**config.mk**
```make
export PLATFORM = sky130hd
export DESIGN_NAME = instr_fetch_unit_flat
export DESIGN_NICKNAME = d
export VERILOG_FILES = /design/src/rtl/instr_fetch_unit_if.sv /design/src/rtl/instr_fetch_unit.sv /design/src/flat_wrapper.sv
export SDC_FILE = /design/constraint.sdc
export NUM_CORES = 1
export LEC_CHECK = 0
export ABC_CLOCK_PERIOD_IN_PS = 2600
export CAP_MARGIN = 0
export CORE_MARGIN = 3
export CORE_UTILIZATION = 48
export CTS_CLUSTER_SIZE = 12
export DETAILED_ROUTE_END_ITERATION = 6
export GPL_TIMING_DRIVEN = 1
export PLACE_DENSITY_LB_ADDON = 0.3
export SLEW_MARGIN = 10
export SYNTH_ARGS = -nofsm -noshare
export SYNTH_HDL_FRONTEND = slang
export SYNTH_SLANG_ARGS = --single-unit
```
**constraint.sdc**
```tcl
create_clock -name clk -period 2.6 [get_ports clk]
set_clock_uncertainty 0.05 [all_clocks]
set_input_delay 0.26 -clock clk [delete_from_list [all_inputs] [get_ports clk]]
set_output_delay 0.26 -clock clk [all_outputs]
set_load 0.05 [all_outputs]
```
**src/rtl/instr_fetch_unit_if.sv**
```systemverilog
// Bus between the fetch controller and the instruction fetch unit: control strobes in,
// instruction fields and memory address out.
interface instr_fetch_unit_if;
  logic        ena;
  logic [7:0]  data;
  logic        load_ir;
  logic        inc_pc;
  logic        load_pc;
  logic        fetch;
  logic [2:0]  opcode;
  logic [12:0] ir_addr;
  logic [12:0] pc_addr;
  logic [12:0] addr;
  logic        ir_valid;
  logic        byte_phase;

  // Controller side: drives the strobes and the memory read bus.
  modport master (
    output ena, data, load_ir, inc_pc, load_pc, fetch,
    input  opcode, ir_addr, pc_addr, addr, ir_valid, byte_phase
  );

  // Fetch unit side.
  modport slave (
    input  ena, data, load_ir, inc_pc, load_pc, fetch,
    output opcode, ir_addr, pc_addr, addr, ir_valid, byte_phase
  );
endinterface

```
**src/rtl/instr_fetch_unit.sv**
```systemverilog
// Instruction fetch unit: 16-bit IR assembled from two byte loads (high first),
// 13-bit program counter, and the address mux feeding program memory.
module instr_fetch_unit (
  input  logic                  clk,
  input  logic                  rst,
  instr_fetch_unit_if.slave     bus
);

  typedef enum logic {
    HIGH = 1'b0,
    LOW  = 1'b1
  } phase_t;

  phase_t      phase_q;
  phase_t      phase_d;
  logic        valid_q;
  logic        valid_d;
  logic [15:0] ir_q;
  logic [12:0] pc_q;

  logic        capture;

  assign capture = bus.ena & bus.load_ir;

  always_ff @(posedge clk or negedge rst) begin
    if (!rst) begin
      phase_q <= HIGH;
      valid_q <= 1'b0;
    end else begin
      phase_q <= phase_d;
      valid_q <= valid_d;
    end
  end

  // Dropping ena abandons a half-loaded instruction so the next capture is a high byte.
  always_comb begin
    phase_d = phase_q;
    valid_d = valid_q;
    if (!bus.ena) begin
      phase_d = HIGH;
      valid_d = 1'b0;
    end else if (bus.load_ir) begin
      case (phase_q)
        HIGH: begin
          phase_d = LOW;
          valid_d = 1'b0;
        end
        LOW: begin
          phase_d = HIGH;
          valid_d = 1'b1;
        end
        default: begin
          phase_d = HIGH;
          valid_d = 1'b0;
        end
      endcase
    end
  end

  always_ff @(posedge clk or negedge rst) begin
    if (!rst) begin
      ir_q <= 16'h0000;
    end else if (capture) begin
      if (phase_q == HIGH) begin
        ir_q[15:8] <= bus.data;
      end else begin
        ir_q[7:0] <= bus.data;
      end
    end
  end

  // A jump uses the operand held before this edge, even if the low byte is being replaced now.
  always_ff @(posedge clk or negedge rst) begin
    if (!rst) begin
      pc_q <= 13'h0000;
    end else if (bus.ena) begin
      if (bus.load_pc) begin
        pc_q <= ir_q[12:0];
      end else if (bus.inc_pc) begin
        pc_q <= pc_q + 13'd1;
      end
    end
  end

  assign bus.opcode     = ir_q[15:13];
  assign bus.ir_addr    = ir_q[12:0];
  assign bus.pc_addr    = pc_q;
  assign bus.addr       = bus.fetch ? pc_q : ir_q[12:0];
  assign bus.ir_valid   = valid_q;
  assign bus.byte_phase = phase_q;

endmodule

```
**src/flat_wrapper.sv**
```systemverilog
// flat-port wrapper written by rule: the top's interface ports become plain ports
module instr_fetch_unit_flat 
  (clk, rst, bus_ena, bus_data, bus_load_ir, bus_inc_pc, bus_load_pc, bus_fetch, bus_opcode, bus_ir_addr, bus_pc_addr, bus_addr, bus_ir_valid, bus_byte_phase);
  instr_fetch_unit_if bus_i ();
  input  logic clk;
  input  logic rst;
  input wire logic [$bits(bus_i.ena)-1:0] bus_ena;
  input wire logic [$bits(bus_i.data)-1:0] bus_data;
  input wire logic [$bits(bus_i.load_ir)-1:0] bus_load_ir;
  input wire logic [$bits(bus_i.inc_pc)-1:0] bus_inc_pc;
  input wire logic [$bits(bus_i.load_pc)-1:0] bus_load_pc;
  input wire logic [$bits(bus_i.fetch)-1:0] bus_fetch;
  output wire logic [$bits(bus_i.opcode)-1:0] bus_opcode;
  output wire logic [$bits(bus_i.ir_addr)-1:0] bus_ir_addr;
  output wire logic [$bits(bus_i.pc_addr)-1:0] bus_pc_addr;
  output wire logic [$bits(bus_i.addr)-1:0] bus_addr;
  output wire logic [$bits(bus_i.ir_valid)-1:0] bus_ir_valid;
  output wire logic [$bits(bus_i.byte_phase)-1:0] bus_byte_phase;
  assign bus_i.ena = bus_ena;
  assign bus_i.data = bus_data;
  assign bus_i.load_ir = bus_load_ir;
  assign bus_i.inc_pc = bus_inc_pc;
  assign bus_i.load_pc = bus_load_pc;
  assign bus_i.fetch = bus_fetch;
  assign bus_opcode = bus_i.opcode;
  assign bus_ir_addr = bus_i.ir_addr;
  assign bus_pc_addr = bus_i.pc_addr;
  assign bus_addr = bus_i.addr;
  assign bus_ir_valid = bus_i.ir_valid;
  assign bus_byte_phase = bus_i.byte_phase;
  instr_fetch_unit u_core (.clk(clk), .rst(rst), .bus(bus_i));
endmodule
```
After elaboration in Yosys (flattened, before gate mapping)
Index checks and enable logic that the tools add are counted.
Widths: inputs -> output; s select.
Storage, ports and cells
  word-level logic and storage cells: 22
  ROM bits: 0
  flip-flop bits (word level): 31
  memories kept: 0
  output and inout port bits: 44
  memory bits (writable): 0
  bits of input ports: 15
  latch bits: 0
Cells by class
  add/sub/neg operators: 1
  div/mod/pow operators: 0
  multipliers: 0
  eq/ne operators: 1
  order comparisons: 0
  muxes and demuxes: 9
  bitwise operators: 2
  shifts and indexed selects: 0
  reductions and logical operators: 4
Operators with widths (number)
  $mux 13: 3
  $add 13x1->13 const B: 1
  $reduce_and 2->1: 3
  $mux 1: 4
  $pmux 1 s2: 2
  $ne 2x1->1 const B: 1
  $reduce_bool 2->1: 1
  $and 1x1->1: 1
  $not 1->1: 1

Logic depth before layout (Yosys ltp)
Gate-level depths: netlist (run 1).
  depth in word-level cells: 4
  mapped depth: 6
  gate-level depth less buffers: 5

Least setup slack after synthesis (run 1)
OpenSTA, ideal clock, no wires.
  path type: reg-to-reg
  from: reg u_core.pc_q[2] (netlist: u_core.bus.pc_addr[2])
  to: reg u_core.pc_q[11] (netlist: u_core.bus.pc_addr[11])
  data arrival time: 1.831 ns
  stages on the path, launching flop included: 5
  setup slack: 0.592 ns
  cell sequence: dfrtp_1 buf_4 nand4_1 or4_4 a311o_1
On the way
  cells in the longest elaborated chain, start to end: 3
RTL lines
  from (decl): RTL line instr_fetch_unit.sv:19  | logic [12:0] pc_q;
  from (signal assigned): RTL line instr_fetch_unit.sv:78  | pc_q <= ir_q[12:0];
  from (signal assigned): RTL line instr_fetch_unit.sv:80  | pc_q <= pc_q + 13'd1;
  $add 13x1->13: RTL line instr_fetch_unit.sv:80
  $mux 13: RTL line instr_fetch_unit.sv:79  | end else if (bus.inc_pc) begin
  $mux 13: RTL line instr_fetch_unit.sv:77  | if (bus.load_pc) begin
No other way between the ends. The select of a mux whose other input is x is not followed.
A chain may end at the register's enable or synchronous reset.

Worst setup path after layout (run 1)
  from: reg u_core.pc_q[4] (netlist: u_core.bus.pc_addr[4])
  to: out bus_pc_addr[4]
RTL lines
  to (decl): RTL line flat_wrapper.sv:15  | output wire logic [$bits(bus_i.pc_addr)-1:0] bus_pc_addr;
No word-level cell between the ends.

==> metrics.md, run 1 <==
| Metric | Value |
|---|---|
| Xor/xnor share of the synthesized area | less than 1% |
| Synth area leaders | dfrtp_1 (47%), mux2_2 (20%), mux2i_1 (3.6%) |
| Fin crit share | about four fifths |
| Clk sinks | 31 |
| H-tree depth | 2 |
| Critical Path Fanout Max | 11 |
| Reg2reg end | u_core.bus.pc_addr[12] |
| Die Ht | 64.7 µm |
| Pleak | 0.957 nW |
| Final-report max-slew violation count | 0 |
| Worst path slowest cell | clkdlybuf4s50_1 |
| Die area | roughly 4200 µm² |
| Largest family of logic cells by synthesized area | multiplexers |
| Mapped Cells | around 150 |
| Initial Util | 52.0% |
| Syn avg cell area | approximately 11 µm² |
| Setup crit end kind | output port |
| Post-Route WL | approximately 4600 µm |
| DP Wirelength | around 3300 µm |
| Total CTS buffers | 5 |
| Worst R2R Setup Slack | between 0.8 and 0.9 ns |
| Final core utilization | between 70% and 80% |
| Req. time, crit path | between 2 and 2.5 ns |
| Final non-filler cell total | approximately 260 |
| Core area | roughly 3200 µm² |
| Post-CTS Setup Bufs | 0 |
| Reg2reg start | u_core.bus.pc_addr[0] |
| WS Path Type | reg -> out |
| Ant diodes | 0 |
| Post-CTS sizing | 0 |
| TritonCTS clock tree | done |
| Crit path max-delay family | buffers and inverters |
| Worst Path Arrival | 1.75 ns |
| Vias in the first global route | around 1.6k |
| Area grow syn2layout | 39.1% |
| Layout cells sized above 1 | 25.8% |
| Vias per cell | 5.88 |
| Setup TNS | 0 ns |
| EDFF count, synth | 0 |
| Routed via count | around 1.5k |
| DRC Markers | 0 |
| Synth Area in Simple Gates | 13.5% |
| Post-synth top cells | dfrtp_1 (31), mux2_2 (29), o21ai_0 (12) |
| Post-synth ARST share | 100% |
| Final setup viols | 0 |
| Sum of buffers and inverters on the critical path | 1 |
| Post-synthesis compound-gate area fraction | ~12% |
| Syn nets | ~170 |
| Crit-path max cell delay | ~0.87 ns |
| DRT iter0 DRCs | 190 |
| IO Pins | around 60 |
| GRT Total Usage | between 20% and 30% |
| Max-Cap Viols | 0 |
| Status | finished, final reports clean |
| Synth Area in Adders | less than 1% |
| DR WL/cell | about 18 µm |
| Unrepaired setup endpoints after global routing | false |
| Largest net degree at the start of global routing | 32 |
| CTS Buffer Depth | 2 |
| Post-Syn Area | about 1700 µm² |
| Worst min path class | in -> async |
| Fmax | 0.485 GHz |
| Worst VDD drop | 0.620 mV |
| Grt ovf | 0 |
| Post-synth top flop | dfrtp_1 |
| CP Cell Sequence | clkdlybuf4s50_1 |
| Worst Tran Pin Value | approximately 0.64 ns |
| Final min period | slightly above 2 ns |
| Routability cong. | ~0.87 |
| Worst-Skew Late Latency | between 0.3 and 0.4 ns |
| Sequential area share after synthesis | between 40% and 50% |
| Slew margin rel. | around 57% |
| Share of the synthesized area in the top cell type | between 40% and 50% |
| Top-count cell post-synth | dfrtp_1 |
| Startpoint class of the critical path | flop |
| CTS root buffer | clkbuf_4 |
| Clk slew on worst S/H paths | approximately 0.10 ns |
| Die Width | 64.7 µm |
| Post-synth top area cell | dfrtp_1 |
| Number of synthesized register bits | 31 |
| Final Hold Vio Count | 0 |
| IO buf count | 58 |
| R2R depth | 5 |
| Initial antenna violation count | 0 |
| Multiplexer share of the synthesized area | a little under a quarter |
| Routed Antenna Nets | 0 |
| Post-CTS Hold Fix Bufs | 0 |
| PwrDens | between 1000 and 1500 nW/µm² |
| Floorplan row count | 20 |
| Nets | between 200 and 250 |
| First-pass GRT wire length | roughly 7700 µm |
| Distinct cells, synth | 36 |
| Synthesis warning total | 0 |
| Drt pass-1 iters | 5 |
| DP Cell Count | 250 |
-- area by class of cell --
| cell class | instances | area [µm²] |
|---|---|---|
| Sequential cell | 31 | 776 |
| Multi-Input combinational cell | 112 | 836 |
| Clock buffer | 6 | 51.3 |
| Timing Repair Buffer | 61 | 571 |
| Inverter | 2 | 7.51 |
| Fill cell | 250 | 877 |
| Tap cell | 44 | 55.1 |
| Clock inverter | 1 | 5.00 |
-- metal layers --
| layer | global-route usage (%) | part of all wire (%) |
|---|---|---|
| met4 | 6.86 | 0.96 |
| met5 | 0 | 0 |
| met2 | 39.0 | 51 |
| met1 | 30.2 | 43 |
| met3 | 7.45 | 5.4 |
-- sequential cells by signal (all words and copies together) (netlist names) --
name,cells
u_core.bus.byte_phase,1
u_core.bus.ir_valid,1
u_core.bus.pc_addr,13
u_core.ir_q,16
-- power by group --
| part | internal (mW) | switching [mW] | leakage [nW] |
|---|---|---|---|
| clock | 0.125 | 0.169 | 0.0341 |
| sequential | 0.601 | 0.184 | 0.372 |
| combinational | 0.454 | 0.855 | 0.551 |
-- cell usage in the layout, fill, tap and decap left out, types with 5 or more instances in the layout --
cell type	count
mux2i_1	6
buf_4	16
mux2_2	29
nand2_1	9
a21oi_1	10
clkdlybuf4s50_1	45
clkbuf_4	5
o21ai_0	12
nand3_1	7
dfrtp_1	31
-- stage by stage --
stage	instance area (µm²)	hold WS (ns)	setup slack (ns)	power (mW)
final	2300	0.252	0.540	2.39
after floorplan	1650	-0.0856	0.592	1.65
after CTS	2300	0.270	0.535	2.40
after global routing	2300	0.276	0.456	2.51
after detailed placement	2240	0.448	0.511	2.11
after global placement	2240	0.442	0.567	2.08
-- worst max path at each step --
stage | cells past startpoint | slack (ns) | startpoint | endpoint
global route | 1 | 0.46 | u_core.bus.pc_addr[4] | bus_pc_addr[4]
detailed placement | 3 | 0.51 | bus_ena | u_core.ir_q[12]
CTS | 1 | 0.53 | u_core.bus.pc_addr[4] | bus_pc_addr[4]
global placement | 3 | 0.57 | bus_fetch | bus_addr[8]
finish | 1 | 0.54 | u_core.bus.pc_addr[4] | bus_pc_addr[4]
floorplan | 4 | 0.59 | u_core.bus.pc_addr[2] | u_core.bus.pc_addr[11]
-- logic make-up (layout without fill, tap and decap cells) --
kind of cell             after synthesis  in the layout
multiplexers                          35             35
XOR/XNOR                               1              1
AO/OA/AOI/OAI                         35             35
adder cells (fa/ha/maj)                1              1
flip-flops                            31             31
AND/OR/NAND/NOR                       40             40
buffers and inverters                 10             70
Power figures use the tool's default switching activity.
==> inputs of run 2 (changes only) <==
--- a/config.mk
+++ b/config.mk
@@ -5,10 +5,10 @@
 export SDC_FILE = /design/constraint.sdc
 export NUM_CORES = 1
 export LEC_CHECK = 0
-export ABC_CLOCK_PERIOD_IN_PS = 2600
+export ABC_CLOCK_PERIOD_IN_PS = 1700
 export CAP_MARGIN = 0
 export CORE_MARGIN = 3
-export CORE_UTILIZATION = 48
+export CORE_UTILIZATION = 40
 export CTS_CLUSTER_SIZE = 12
 export DETAILED_ROUTE_END_ITERATION = 6
 export GPL_TIMING_DRIVEN = 1
==> constraint.sdc (replaced) <==
create_clock -name clk -period 1.7 [get_ports clk]
set_clock_uncertainty 0.05 [all_clocks]
set_input_delay 0.17 -clock clk [delete_from_list [all_inputs] [get_ports clk]]
set_output_delay 0.17 -clock clk [all_outputs]
set_load 0.05 [all_outputs]
==> metrics.md, run 2 (synthesis results as in run 1) <==
| Metric | Value |
|---|---|
| Status | finished, final reports clean |
| Floorplan row count | 22 (+10%) |
| DP Wirelength | 3530 µm (+5.6%) |
| Worst-Skew Late Latency | 0.28 ns (-0.06 ns) |
| Initial antenna violation count | 0 (unchanged) |
| Post-Route WL | 4730 µm (+3.6%) |
| Slew margin rel. | 73.3% (+16 points) |
| Max-Cap Viols | 0 (unchanged) |
| IO buf count | 58 (unchanged) |
| Grt ovf | 0 (unchanged) |
| Die Ht | 70.3 µm (+8.7%) |
| DRC Markers | 0 (unchanged) |
| DR WL/cell | 17.1 µm (-3.9%) |
| Critical Path Fanout Max | 7 (-4) |
| Commonest non-fill, non-tap cell in the layout | buf_4 |
| DRT iter0 DRCs | 145 (-24%) |
| R2R depth | 3 (-2) |
| CTS root buffer | clkbuf_8 |
| Final Cell Area | 2460 µm² (+7.1%) |
| Final Hold Vio Count | 0 (unchanged) |
| Max reg flops | 16 (unchanged) |
| GRT Total Usage | 19.6% (-4.3 points) |
| Fin crit share | 97.1% |
| TritonCTS clock tree | done |
| Post-CTS Hold Fix Bufs | 0 (unchanged) |
| Worst Path Arrival | 1.77 ns (+0.02 ns) |
| WS Path Type | reg -> reg |
| Layout cells sized above 1 | 49.8% (+24 points) |
| Total CTS buffers | 5 (unchanged) |
| Worst VDD drop | 0.879 mV (+42%) |
| Core area | 3830 µm² (+20%) |
| Die area | 4940 µm² (+18%) |
| Commonest non-fill, non-tap cells in the layout | buf_4 (59), mux2_2 (29), dfrtp_1 (23) |
| Clk slew on worst S/H paths | 0.06 ns (-0.04 ns) |
| Worst Tran Pin Value | 0.401 ns (-0.236 ns) |
| Vias in the first global route | 1566 (+0.58%) |
| Pleak | 1.10 nW (+15%) |
| Largest net degree at the start of global routing | 32 (unchanged) |
| Ant diodes | 0 (unchanged) |
| Drt pass-1 iters | 4 (-1) |
| Final-report max-slew violation count | 0 (unchanged) |
| CTS Buffer Depth | 2 (unchanged) |
| Area grow syn2layout | 48.9% |
| First-pass GRT wire length | 7780 µm (+1.5%) |
| Startpoint class of the critical path | flop |
| IO Pins | 59 (unchanged) |
| Nets | 244 (+6.6%) |
| Routed Antenna Nets | 0 (unchanged) |
| Routability cong. | 0.920 (+6.3%) |
| Final min period | between 1.5 and 2 ns |
| Clk sinks | 31 (unchanged) |
| Largest Register | u_core.ir_q |
| Initial Util | 43.2% (-8.8 points) |
| Routed via count | 1553 (+2.7%) |
| PwrDens | 1590 nW/µm² (+53%) |
| Final non-filler cell total | 277 (+7.8%) |
| Fmax | between 0.6 and 0.7 GHz |
| Req. time, crit path | 1.81 ns (-0.48 ns) |
| Vias per cell | 5.61 (-4.7%) |
| Final setup viols | 0 (unchanged) |
| DP Cell Count | 269 (+7.6%) |
| Placed Area | 2330 µm² (+3.9%) |
| # fillers | 304 (+22%) |
| Worst min path class | in -> async |
| Unrepaired setup endpoints after global routing | false |
| Setup crit end kind | flop |
| Die Width | 70.3 µm (+8.7%) |
| H-tree depth | 2 (unchanged) |
[run 2: layout make-up]
| cell class | count | area, µm² | area share (%) |
|---|---|---|---|
| Tap cell | 48 | 60.1 | 2.44 |
| Timing Repair Buffer | 76 | 643 | 26.1 |
| Multi-Input combinational cell | 112 | 863 | 35.0 |
| Clock buffer | 7 | 96.3 | 3.91 |
| Inverter | 2 | 7.51 | 0.305 |
| Sequential cell | 31 | 786 | 31.9 |
| Clock inverter | 1 | 7.51 | 0.305 |
[run 2: what timing repair did]
item,4_1_cts,5_1_grt
buffers inserted,0,0
gates resized for setup,0,5
setup endpoints to repair,0,2
[run 2: worst paths after layout]
check / start / endpoint / slack, ns
max: u_core.bus.pc_addr[0] / u_core.bus.pc_addr[11] / 0.05
min: rst / u_core.bus.pc_addr[3] / 0.24
max reg2reg: u_core.bus.pc_addr[0] / u_core.bus.pc_addr[11] / 0.05
min reg2reg: u_core.ir_q[15] / u_core.ir_q[15] / 0.47
max in group asynchronous: rst / u_core.bus.pc_addr[7] / 1.05
min in group clk: bus_data[0] / u_core.ir_q[0] / 0.47
[run 2: metrics by stage]
| step | hold slack, ns | total power [mW] | worst slack [ns] | util (%) | TNS (ns) |
|---|---|---|---|---|---|
| floorplan | -0.176 | 2.55 | -0.107 | - | -0.107 |
| global placement | 0.444 | 3.23 | 0.0609 | 61.0 | 0 |
| detailed placement | 0.452 | 3.27 | -0.0198 | 61.0 | -0.0198 |
| CTS | 0.257 | 3.91 | 0.0432 | 63.7 | 0 |
| global route | 0.274 | 4.09 | 0.0142 | 64.4 | 0 |
| finish | 0.240 | 3.92 | 0.0488 | 64.4 | 0 |
[run 2: report_power, final]
| part | internal, mW | switching, mW |
|---|---|---|
| combinational | 0.706 | 1.40 |
| clock | 0.368 | 0.274 |
| sequential | 0.933 | 0.237 |
| total | 2.01 | 1.91 |
[run 2: worst max-delay path: stages (launching register included)]
cell     delay (ns)
dfrtp_2        0.43
nand4_1        0.16
or4_4          0.57
a311o_1        0.32
[run 2: metal layers]
| layer | up-vias | wire, µm | global-route usage (%) |
|---|---|---|---|
| met5 | - | 0 | 0 |
| met4 | 0 | 76 | 6.17 |
| met3 | 9 | 272 | 4.17 |
| met2 | 67 | 2290 | 31.3 |
| met1 | 753 | 2100 | 26.4 |
| li1 | 724 | - | - |
